**src/rtl/cacheline_adaptor.sv**
```systemverilog
// Bridges a cache-line port to a 4-beat burst memory port: reads gather beats into line_o,
// writes slice line_i into beats; one-cycle resp_o pulse after the last beat.
module cacheline_adaptor #(
  parameter int LINE_W  = 256,
  parameter int BURST_W = 64
) (
  input  logic               clk,
  input  logic               rst,
  input  logic [LINE_W-1:0]  line_i,
  output logic [LINE_W-1:0]  line_o,
  input  logic [31:0]        address_i,
  input  logic               read_i,
  input  logic               write_i,
  output logic               resp_o,
  input  logic [BURST_W-1:0] burst_i,
  output logic [BURST_W-1:0] burst_o,
  output logic [31:0]        address_o,
  output logic               read_o,
  output logic               write_o,
  input  logic               resp_i
);

  localparam int BEATS = LINE_W / BURST_W;
  localparam int CNT_W = $clog2(BEATS);
  localparam int OFF_W = $clog2(LINE_W / 8);
  localparam logic [CNT_W-1:0] LAST_BEAT = CNT_W'(BEATS - 1);

  typedef enum logic [1:0] {IDLE, READ, WRITE, DONE} state_t;

  state_t              state_q;
  logic [CNT_W-1:0]    cnt_q;
  logic [31-OFF_W:0]   addr_q;
  logic [LINE_W-1:0]   line_q;

  // Byte-offset bits are dropped: memory only sees line-aligned addresses.
  logic unused_offset;
  assign unused_offset = ^address_i[OFF_W-1:0];

  always_ff @(posedge clk or posedge rst) begin
    if (rst) begin
      state_q <= IDLE;
      cnt_q   <= '0;
      addr_q  <= '0;
      line_q  <= '0;
    end else begin
      case (state_q)
        IDLE: begin
          if (write_i || read_i) begin
            state_q <= write_i ? WRITE : READ;
            addr_q  <= address_i[31:OFF_W];
            cnt_q   <= '0;
          end
        end
        READ: begin
          if (resp_i) begin
            line_q[BURST_W*cnt_q +: BURST_W] <= burst_i;
            cnt_q <= cnt_q + 1'b1;
            if (cnt_q == LAST_BEAT) state_q <= DONE;
          end
        end
        WRITE: begin
          if (resp_i) begin
            cnt_q <= cnt_q + 1'b1;
            if (cnt_q == LAST_BEAT) state_q <= DONE;
          end
        end
        DONE:    state_q <= IDLE;
        default: state_q <= IDLE;
      endcase
    end
  end

  assign read_o    = (state_q == READ);
  assign write_o   = (state_q == WRITE);
  assign resp_o    = (state_q == DONE);
  assign address_o = {addr_q, {OFF_W{1'b0}}};
  assign line_o    = line_q;
  // Write data follows line_i live so the beat reflects the current line contents.
  assign burst_o   = (state_q == WRITE) ? line_i[BURST_W*cnt_q +: BURST_W] : '0;

endmodule

```
**config.mk**
```make
export PLATFORM = sky130hd
export DESIGN_NAME = cacheline_adaptor
export DESIGN_NICKNAME = d
export VERILOG_FILES = /design/src/rtl/cacheline_adaptor.sv
export SDC_FILE = /design/constraint.sdc
export NUM_CORES = 1
export LEC_CHECK = 0
export CAP_MARGIN = 30
export CORE_AREA = 2 2 279 281
export CTS_CLUSTER_DIAMETER = 50
export CTS_CLUSTER_SIZE = 10
export DETAILED_ROUTE_END_ITERATION = 16
export DIE_AREA = 0 0 281 283
export SETUP_SLACK_MARGIN = 0.2
export SLEW_MARGIN = 0
export SYNTH_ARGS = -nofsm -noshare
export SYNTH_HDL_FRONTEND = slang
export SYNTH_SLANG_ARGS = --single-unit
```
**constraint.sdc**
```tcl
create_clock -name clk -period 11.85 [get_ports clk]
set_input_delay 1.185 -clock clk [delete_from_list [all_inputs] [get_ports clk]]
set_output_delay 1.185 -clock clk [all_outputs]
set_load 0.05 [all_outputs]
```
==> results.txt, run 1 <==
Status: finished, final reports clean
Hold Path End: line_o[163]
Hold_sp: line_o[163]
Drt first pass iters: 5
Share of cells above drive strength 1: 9.82%
Mapped Cells: 1176
Die H: 283 microns
Root Buffer: clkbuf_16
Post-cts sizing count: 0
Worst flop-to-flop path startpoint: cnt_q[0]
Port Buffers: 701
Overflow after GRT: 0
Met2 Use GR: 27.6%
Largest net degree at the start of global routing: 79
Vias/cell: 4.15
Critical Path Start Type: register
Critical path class: reg2out
Initial antenna violation count: 10
Unrepaired setup endpoints after global routing: false
Pre-CTS setup slack: 7.47 ns
Synth warn: 0
Clock Power Share: 22.6%
Sequential share of power: 26.6%
Synth Area in XOR/XNOR: 0%
R2r setup slk: 8.63 ns
Power Total: 4.91 mW
WL final: 64100 microns
Cell area power density: 219 nW/um^2
Hold WC Path Type: reg2reg
Row Count: 102
DRT iter0 DRCs: 568
Number of global-route vias before repair: 12600
CP Data Required Time: 10.67 ns
Routability cong.: 0.935
Tcrit/Tclk final: 41.3%
Post-synthesis register bit count: 287
Slew @ Worst Pin: 1.01 ns
Final Hold Viols: 0
P_sw: 2.16 mW
Hold depth: 2
Post-synthesis adder-cell area fraction: 1.23%
Post-synthesis cell type count: 30
Multi-input gate area: 5500 sq um
Skew-Pair Late Insertion Delay: 0.54 ns
Met3 Use GR: 4.55%
Post-CTS Hold Buffers: 0
Core Region: 76700 sq um
Fillers: 7846
GRT busiest layer: met2
CTS tree: done
Max FO, Critical Path: 42
Max_slew headroom: 32.6%
Cell Count, Final, Fillers Out: 2897
Post-route setup slack: 6.95 ns
CTS Buf Count: 40
Final Max Slew Viols: 0
Switching part of the total: 44.0%
Sequential cell area: 7190 sq um
Synth Area in Compound Gates: 12.5%
Combinational power share: 50.8%
Die footprint: 79500 sq um
DR vias: 12000
Arrival time at the worst endpoint: 3.71 ns
Crit path time final: 4.90 ns
Grt met1 use: 17.5%
Hpwl dp: 48700 microns
Fmax: 204 MHz
Synth Area per Inst: 11.3 sq um
Clock Pin Slew Worst Setup and Hold Paths: 0.05 ns
Sequential area share after synthesis: 54.2%
# IOs: 712
Die W: 281 microns
Wire length of the first global-routing pass: 91300 microns
Routed len/inst: 22.1 microns
Area grow syn2layout: 69.5%
Overall global routing resource usage: 15.5%
H-tree levels: 2
Antenna Nets Post-Route: 0
Simple-Gate Fraction of Synth Area: 13.5%
Fin nets: 2210
P_leak: 8.74 nW
Setup violations, final: 0
R2R Path End: line_o[140]
Max_cap viols: 0
Crit. End Element: primary output
Setup Buffers After CTS: 0
Initial Util: 17.3%
Synthesized cell area: 13200 sq um
Placed cells: 2836
Internal power: 2.75 mW
DRC: 0
Mux contribution to synthesized area: 13.5%
Setup_tns: 0 ns
Max VDD drop: 0.103 mV
Largest family of logic cells by synthesized area: simple AND/OR/NAND/NOR gates
Clock sink count: 287
Clock Skews: 0.0127 ns
Register-to-Register Path Depth: 6
Buffer depth of the longest clock path: 3
## metrics by stage
stage	hold slack, ns	instance area [sq um]	utilization (%)
2_1_floorplan	0.566	13300	-
3_3_place_gp	0.466	21100	27.6
3_5_place_dp	0.470	21200	27.7
4_1_cts	0.482	22400	29.2
5_1_grt	0.510	22400	29.3
6_report	0.474	22500	29.3
## cells in the mapped netlist
cell,instances,area (sq um)
buf_4,20,150
a22o_1,92,806
dfrtp_1,287,7180
buf_1,1,3.75
a221oi_1,1,8.76
nand3_1,4,20.0
and3_1,1,6.26
buf_6,8,90.1
o21ai_0,64,320
a22oi_1,1,7.51
mux2i_1,2,20.0
ha_1,13,163
inv_1,8,30.0
buf_2,27,135
o21ai_1,101,505
nor2_1,1,3.75
nor4_4,2,42.5
o21ai_2,1,8.76
clkbuf_1,41,154
nand2b_1,1,6.26
and4b_1,1,10.0
nor4bb_1,1,10.0
conb_1,1,3.75
nor4b_2,1,15.0
mux2_2,29,327
buf_12,5,100
and2_1,64,400
nor4b_4,1,23.8
mux4_2,64,1440
nand2_1,333,1250
## metal layers
| layer | wire (microns) | vias up |
|---|---|---|
| li1 | - | 5382 |
| met3 | 5160 | 97 |
| met1 | 24200 | 6017 |
| met5 | 60 | - |
| met4 | 2040 | 8 |
| met2 | 32600 | 513 |
## critical path, cell delays in order, from the launching register on
cell	delay, ns
dfrtp_4	0.81
buf_4	0.75
mux4_2	0.58
and2_1	0.23
clkdlybuf4s50_1	0.72
## placed cells by master (no fill, tap or decap), drive strengths merged, types with 2 or more instances in the layout
| master | n |
|---|---|
| clkdlybuf4s50 | 701 |
| nand2 | 333 |
| dfrtp | 287 |
| o21ai | 166 |
| a22o | 92 |
| mux4 | 64 |
| and2 | 64 |
| clkbuf | 44 |
| mux2 | 29 |
| buf | 19 |
| ha | 13 |
| inv | 13 |
| conb | 5 |
| diode | 4 |
| nand3 | 4 |
| clkinv | 4 |
| nor4 | 2 |
| nor4b | 2 |
| mux2i | 2 |
## layout make-up
class                      instances  area share, %
clock buffer                      44           4.70
timing repair buffer             720           32.3
inverter                           8          0.167
antenna                            4         0.0446
sequential                       287           32.0
tap                             1040           5.80
multi-input combinational        783           24.5
clock inverter                    11          0.535
## logic make-up after synthesis
logic type,Yosys count
and+or+nand+nor,410
DFF,287
AOI/OAI and AO/OA,260
buffers and inverters,110
muxes,95
adders and majority gates,13
other,1
## power groups by stage
stage	clock [mW]	sequential [mW]	combinational [mW]
after floorplan	0	1.88	1.06
after CTS	1.14	1.31	2.52
after detailed placement	0	1.32	2.51
final	1.11	1.31	2.50
after global routing	1.18	1.33	2.61
after global placement	0	1.31	2.47
## flip-flops by register name (all words and copies together) (netlist names)
signal and cells:
line_o 256, addr_q 27, cnt_q 2, state_q 2
## how the worst max path moves through the flow
stage / from / end / slack [ns] / cells past startpoint
6_report: cnt_q[0] / burst_o[48] / 6.95 / 4
5_1_grt: cnt_q[0] / burst_o[50] / 6.68 / 4
3_3_place_gp: cnt_q[0] / burst_o[48] / 7.48 / 4
3_5_place_dp: cnt_q[0] / burst_o[48] / 7.47 / 4
2_1_floorplan: rst / addr_q[0] / 2.74 / 1
4_1_cts: cnt_q[0] / burst_o[48] / 6.86 / 4
(Power assumes the default switching activity.)
==> run 2, diff against run 1 <==
Clock period 11.85 ns to 4.8 ns, I/O delays scaled along.
==> results.txt, run 2 (synthesis results as in run 1) <==
Setup_tns: 0 ns
Skew-Pair Late Insertion Delay: 0.55 ns
Most common cell after layout, fill and taps aside: clkdlybuf4s50_1
Number of global-route vias before repair: 12300
Worst flop-to-flop path startpoint: cnt_q[0]
Die W: 281 microns
Tcrit/Tclk final: 81.7%
Critical Path Start Type: register
Share of cells above drive strength 1: 9.70%
Setup Buffers After CTS: 0
Crit. End Element: primary output
Clock sink count: 287
Wire length of the first global-routing pass: 88800 microns
P_leak: 8.70 nW
Fin nets: 2212
Root Buffer: clkbuf_16
Power Total: 11.9 mW
Final Hold Viols: 0
Post-cts sizing count: 0
Hpwl dp: 47900 microns
Critical path startpoint: cnt_q[0]
Overflow after GRT: 0
Setup violations, final: 0
Sequential cell area: 7190 sq um
Cell area power density: 532 nW/um^2
Fmax: 255 MHz
Crit path time final: 3.92 ns
Vias/cell: 4.08
Core Region: 76700 sq um
Critical path class: reg2out
DR vias: 11900
Slew @ Worst Pin: 0.947 ns
Hold WC Path Type: in2async
Initial antenna violation count: 12
CTS Buf Count: 39
Max FO, Critical Path: 43
Initial Util: 17.3%
Post-CTS Hold Buffers: 0
Die H: 283 microns
Max_cap viols: 0
CTS tree: done
Unrepaired setup endpoints after global routing: false
Finished Core Util: 29.2%
# IOs: 712
Routability cong.: 0.950
Arrival time at the worst endpoint: 3.44 ns
Area grow syn2layout: 69.1%
Fillers: 7856
H-tree levels: 2
Buffer depth of the longest clock path: 3
Final Max Slew Viols: 0
Status: finished, final reports clean
Overall global routing resource usage: 15.1%
Antenna Nets Post-Route: 0
Clock Skews: 0.0310 ns
Multi-input gate area: 5490 sq um
CP Data Required Time: 4.32 ns
Most frequent cells in the layout: clkdlybuf4s50_1 (701), nand2_1 (333), dfrtp_1 (285), o21ai_1 (101), a22o_1 (92)
Port Buffers: 701
Largest net degree at the start of global routing: 129
Max_slew headroom: 36.8%
Max reg flops: 256
Die footprint: 79500 sq um
Clock Pin Slew Worst Setup and Hold Paths: 0.05 ns
Max VDD drop: 0.260 mV
Routed len/inst: 21.6 microns
Row Count: 102
Drt first pass iters: 4
WL final: 62600 microns
DRT iter0 DRCs: 534
DRC: 0
run 2: changes by cell type in the layout (fill, tap and decap cells not counted), sizes merged:
cell	delta
inv	-2
diode	+4
clkinvlp	+1
clkinv	+2
buf	+3
bufinv	-1
clkbuf	-1
run 2: where the power goes:
part,internal [mW],total [mW],leakage (nW),switching [mW]
Sequential,2.87,3.26,3.91,0.386
Clock,1.48,2.54,0.533,1.07
Combinational,2.29,6.11,4.26,3.81
run 2: layer usage:
layer  up-vias  wire length, microns  track usage (%)
met2       483                 31500             26.5
met5         -                    46                0
met3        84                  5030             4.48
li1       5410                     -                -
met4         6                  1390             4.57
met1      5874                 24600             17.5
run 2: final timing paths:
check                      cells after the start  slack (ns)           to
setup / recovery                               4        0.88  burst_o[54]
hold / removal                                 2        0.31   line_o[92]
setup reg to reg                               6        1.40    line_o[9]
hold reg to reg                                2        0.47  line_o[149]
max in group asynchronous                      3        3.38  line_o[111]
min in group clk                               2        0.47  line_o[149]
run 2: layout make-up:
type / instances / area share [%]
timing repair buffer: 723 / 32.5
sequential: 287 / 32.1
multi-input combinational: 783 / 24.5
tap: 1040 / 5.81
clock buffer: 43 / 4.43
clock inverter: 11 / 0.441
inverter: 8 / 0.151
antenna: 8 / 0.0894
run 2: through the flow:
stage	cell area (sq um)	hold slack [ns]	instances	worst slack [ns]
2_1_floorplan	13300	0.566	1180	0.515
3_3_place_gp	21300	0.464	2840	1.39
3_5_place_dp	21300	0.470	2840	1.32
4_1_cts	22400	0.296	2894	0.773
5_1_grt	22400	0.326	2900	0.652
6_report	22400	0.314	2903	0.878
run 2: worst max-delay path, cell delays in order (launching register included):
cell and delay (ns):
dfrtp_4 0.95, buf_4 0.45, mux4_2 0.57, and2_1 0.18
clkdlybuf4s50_1 0.70
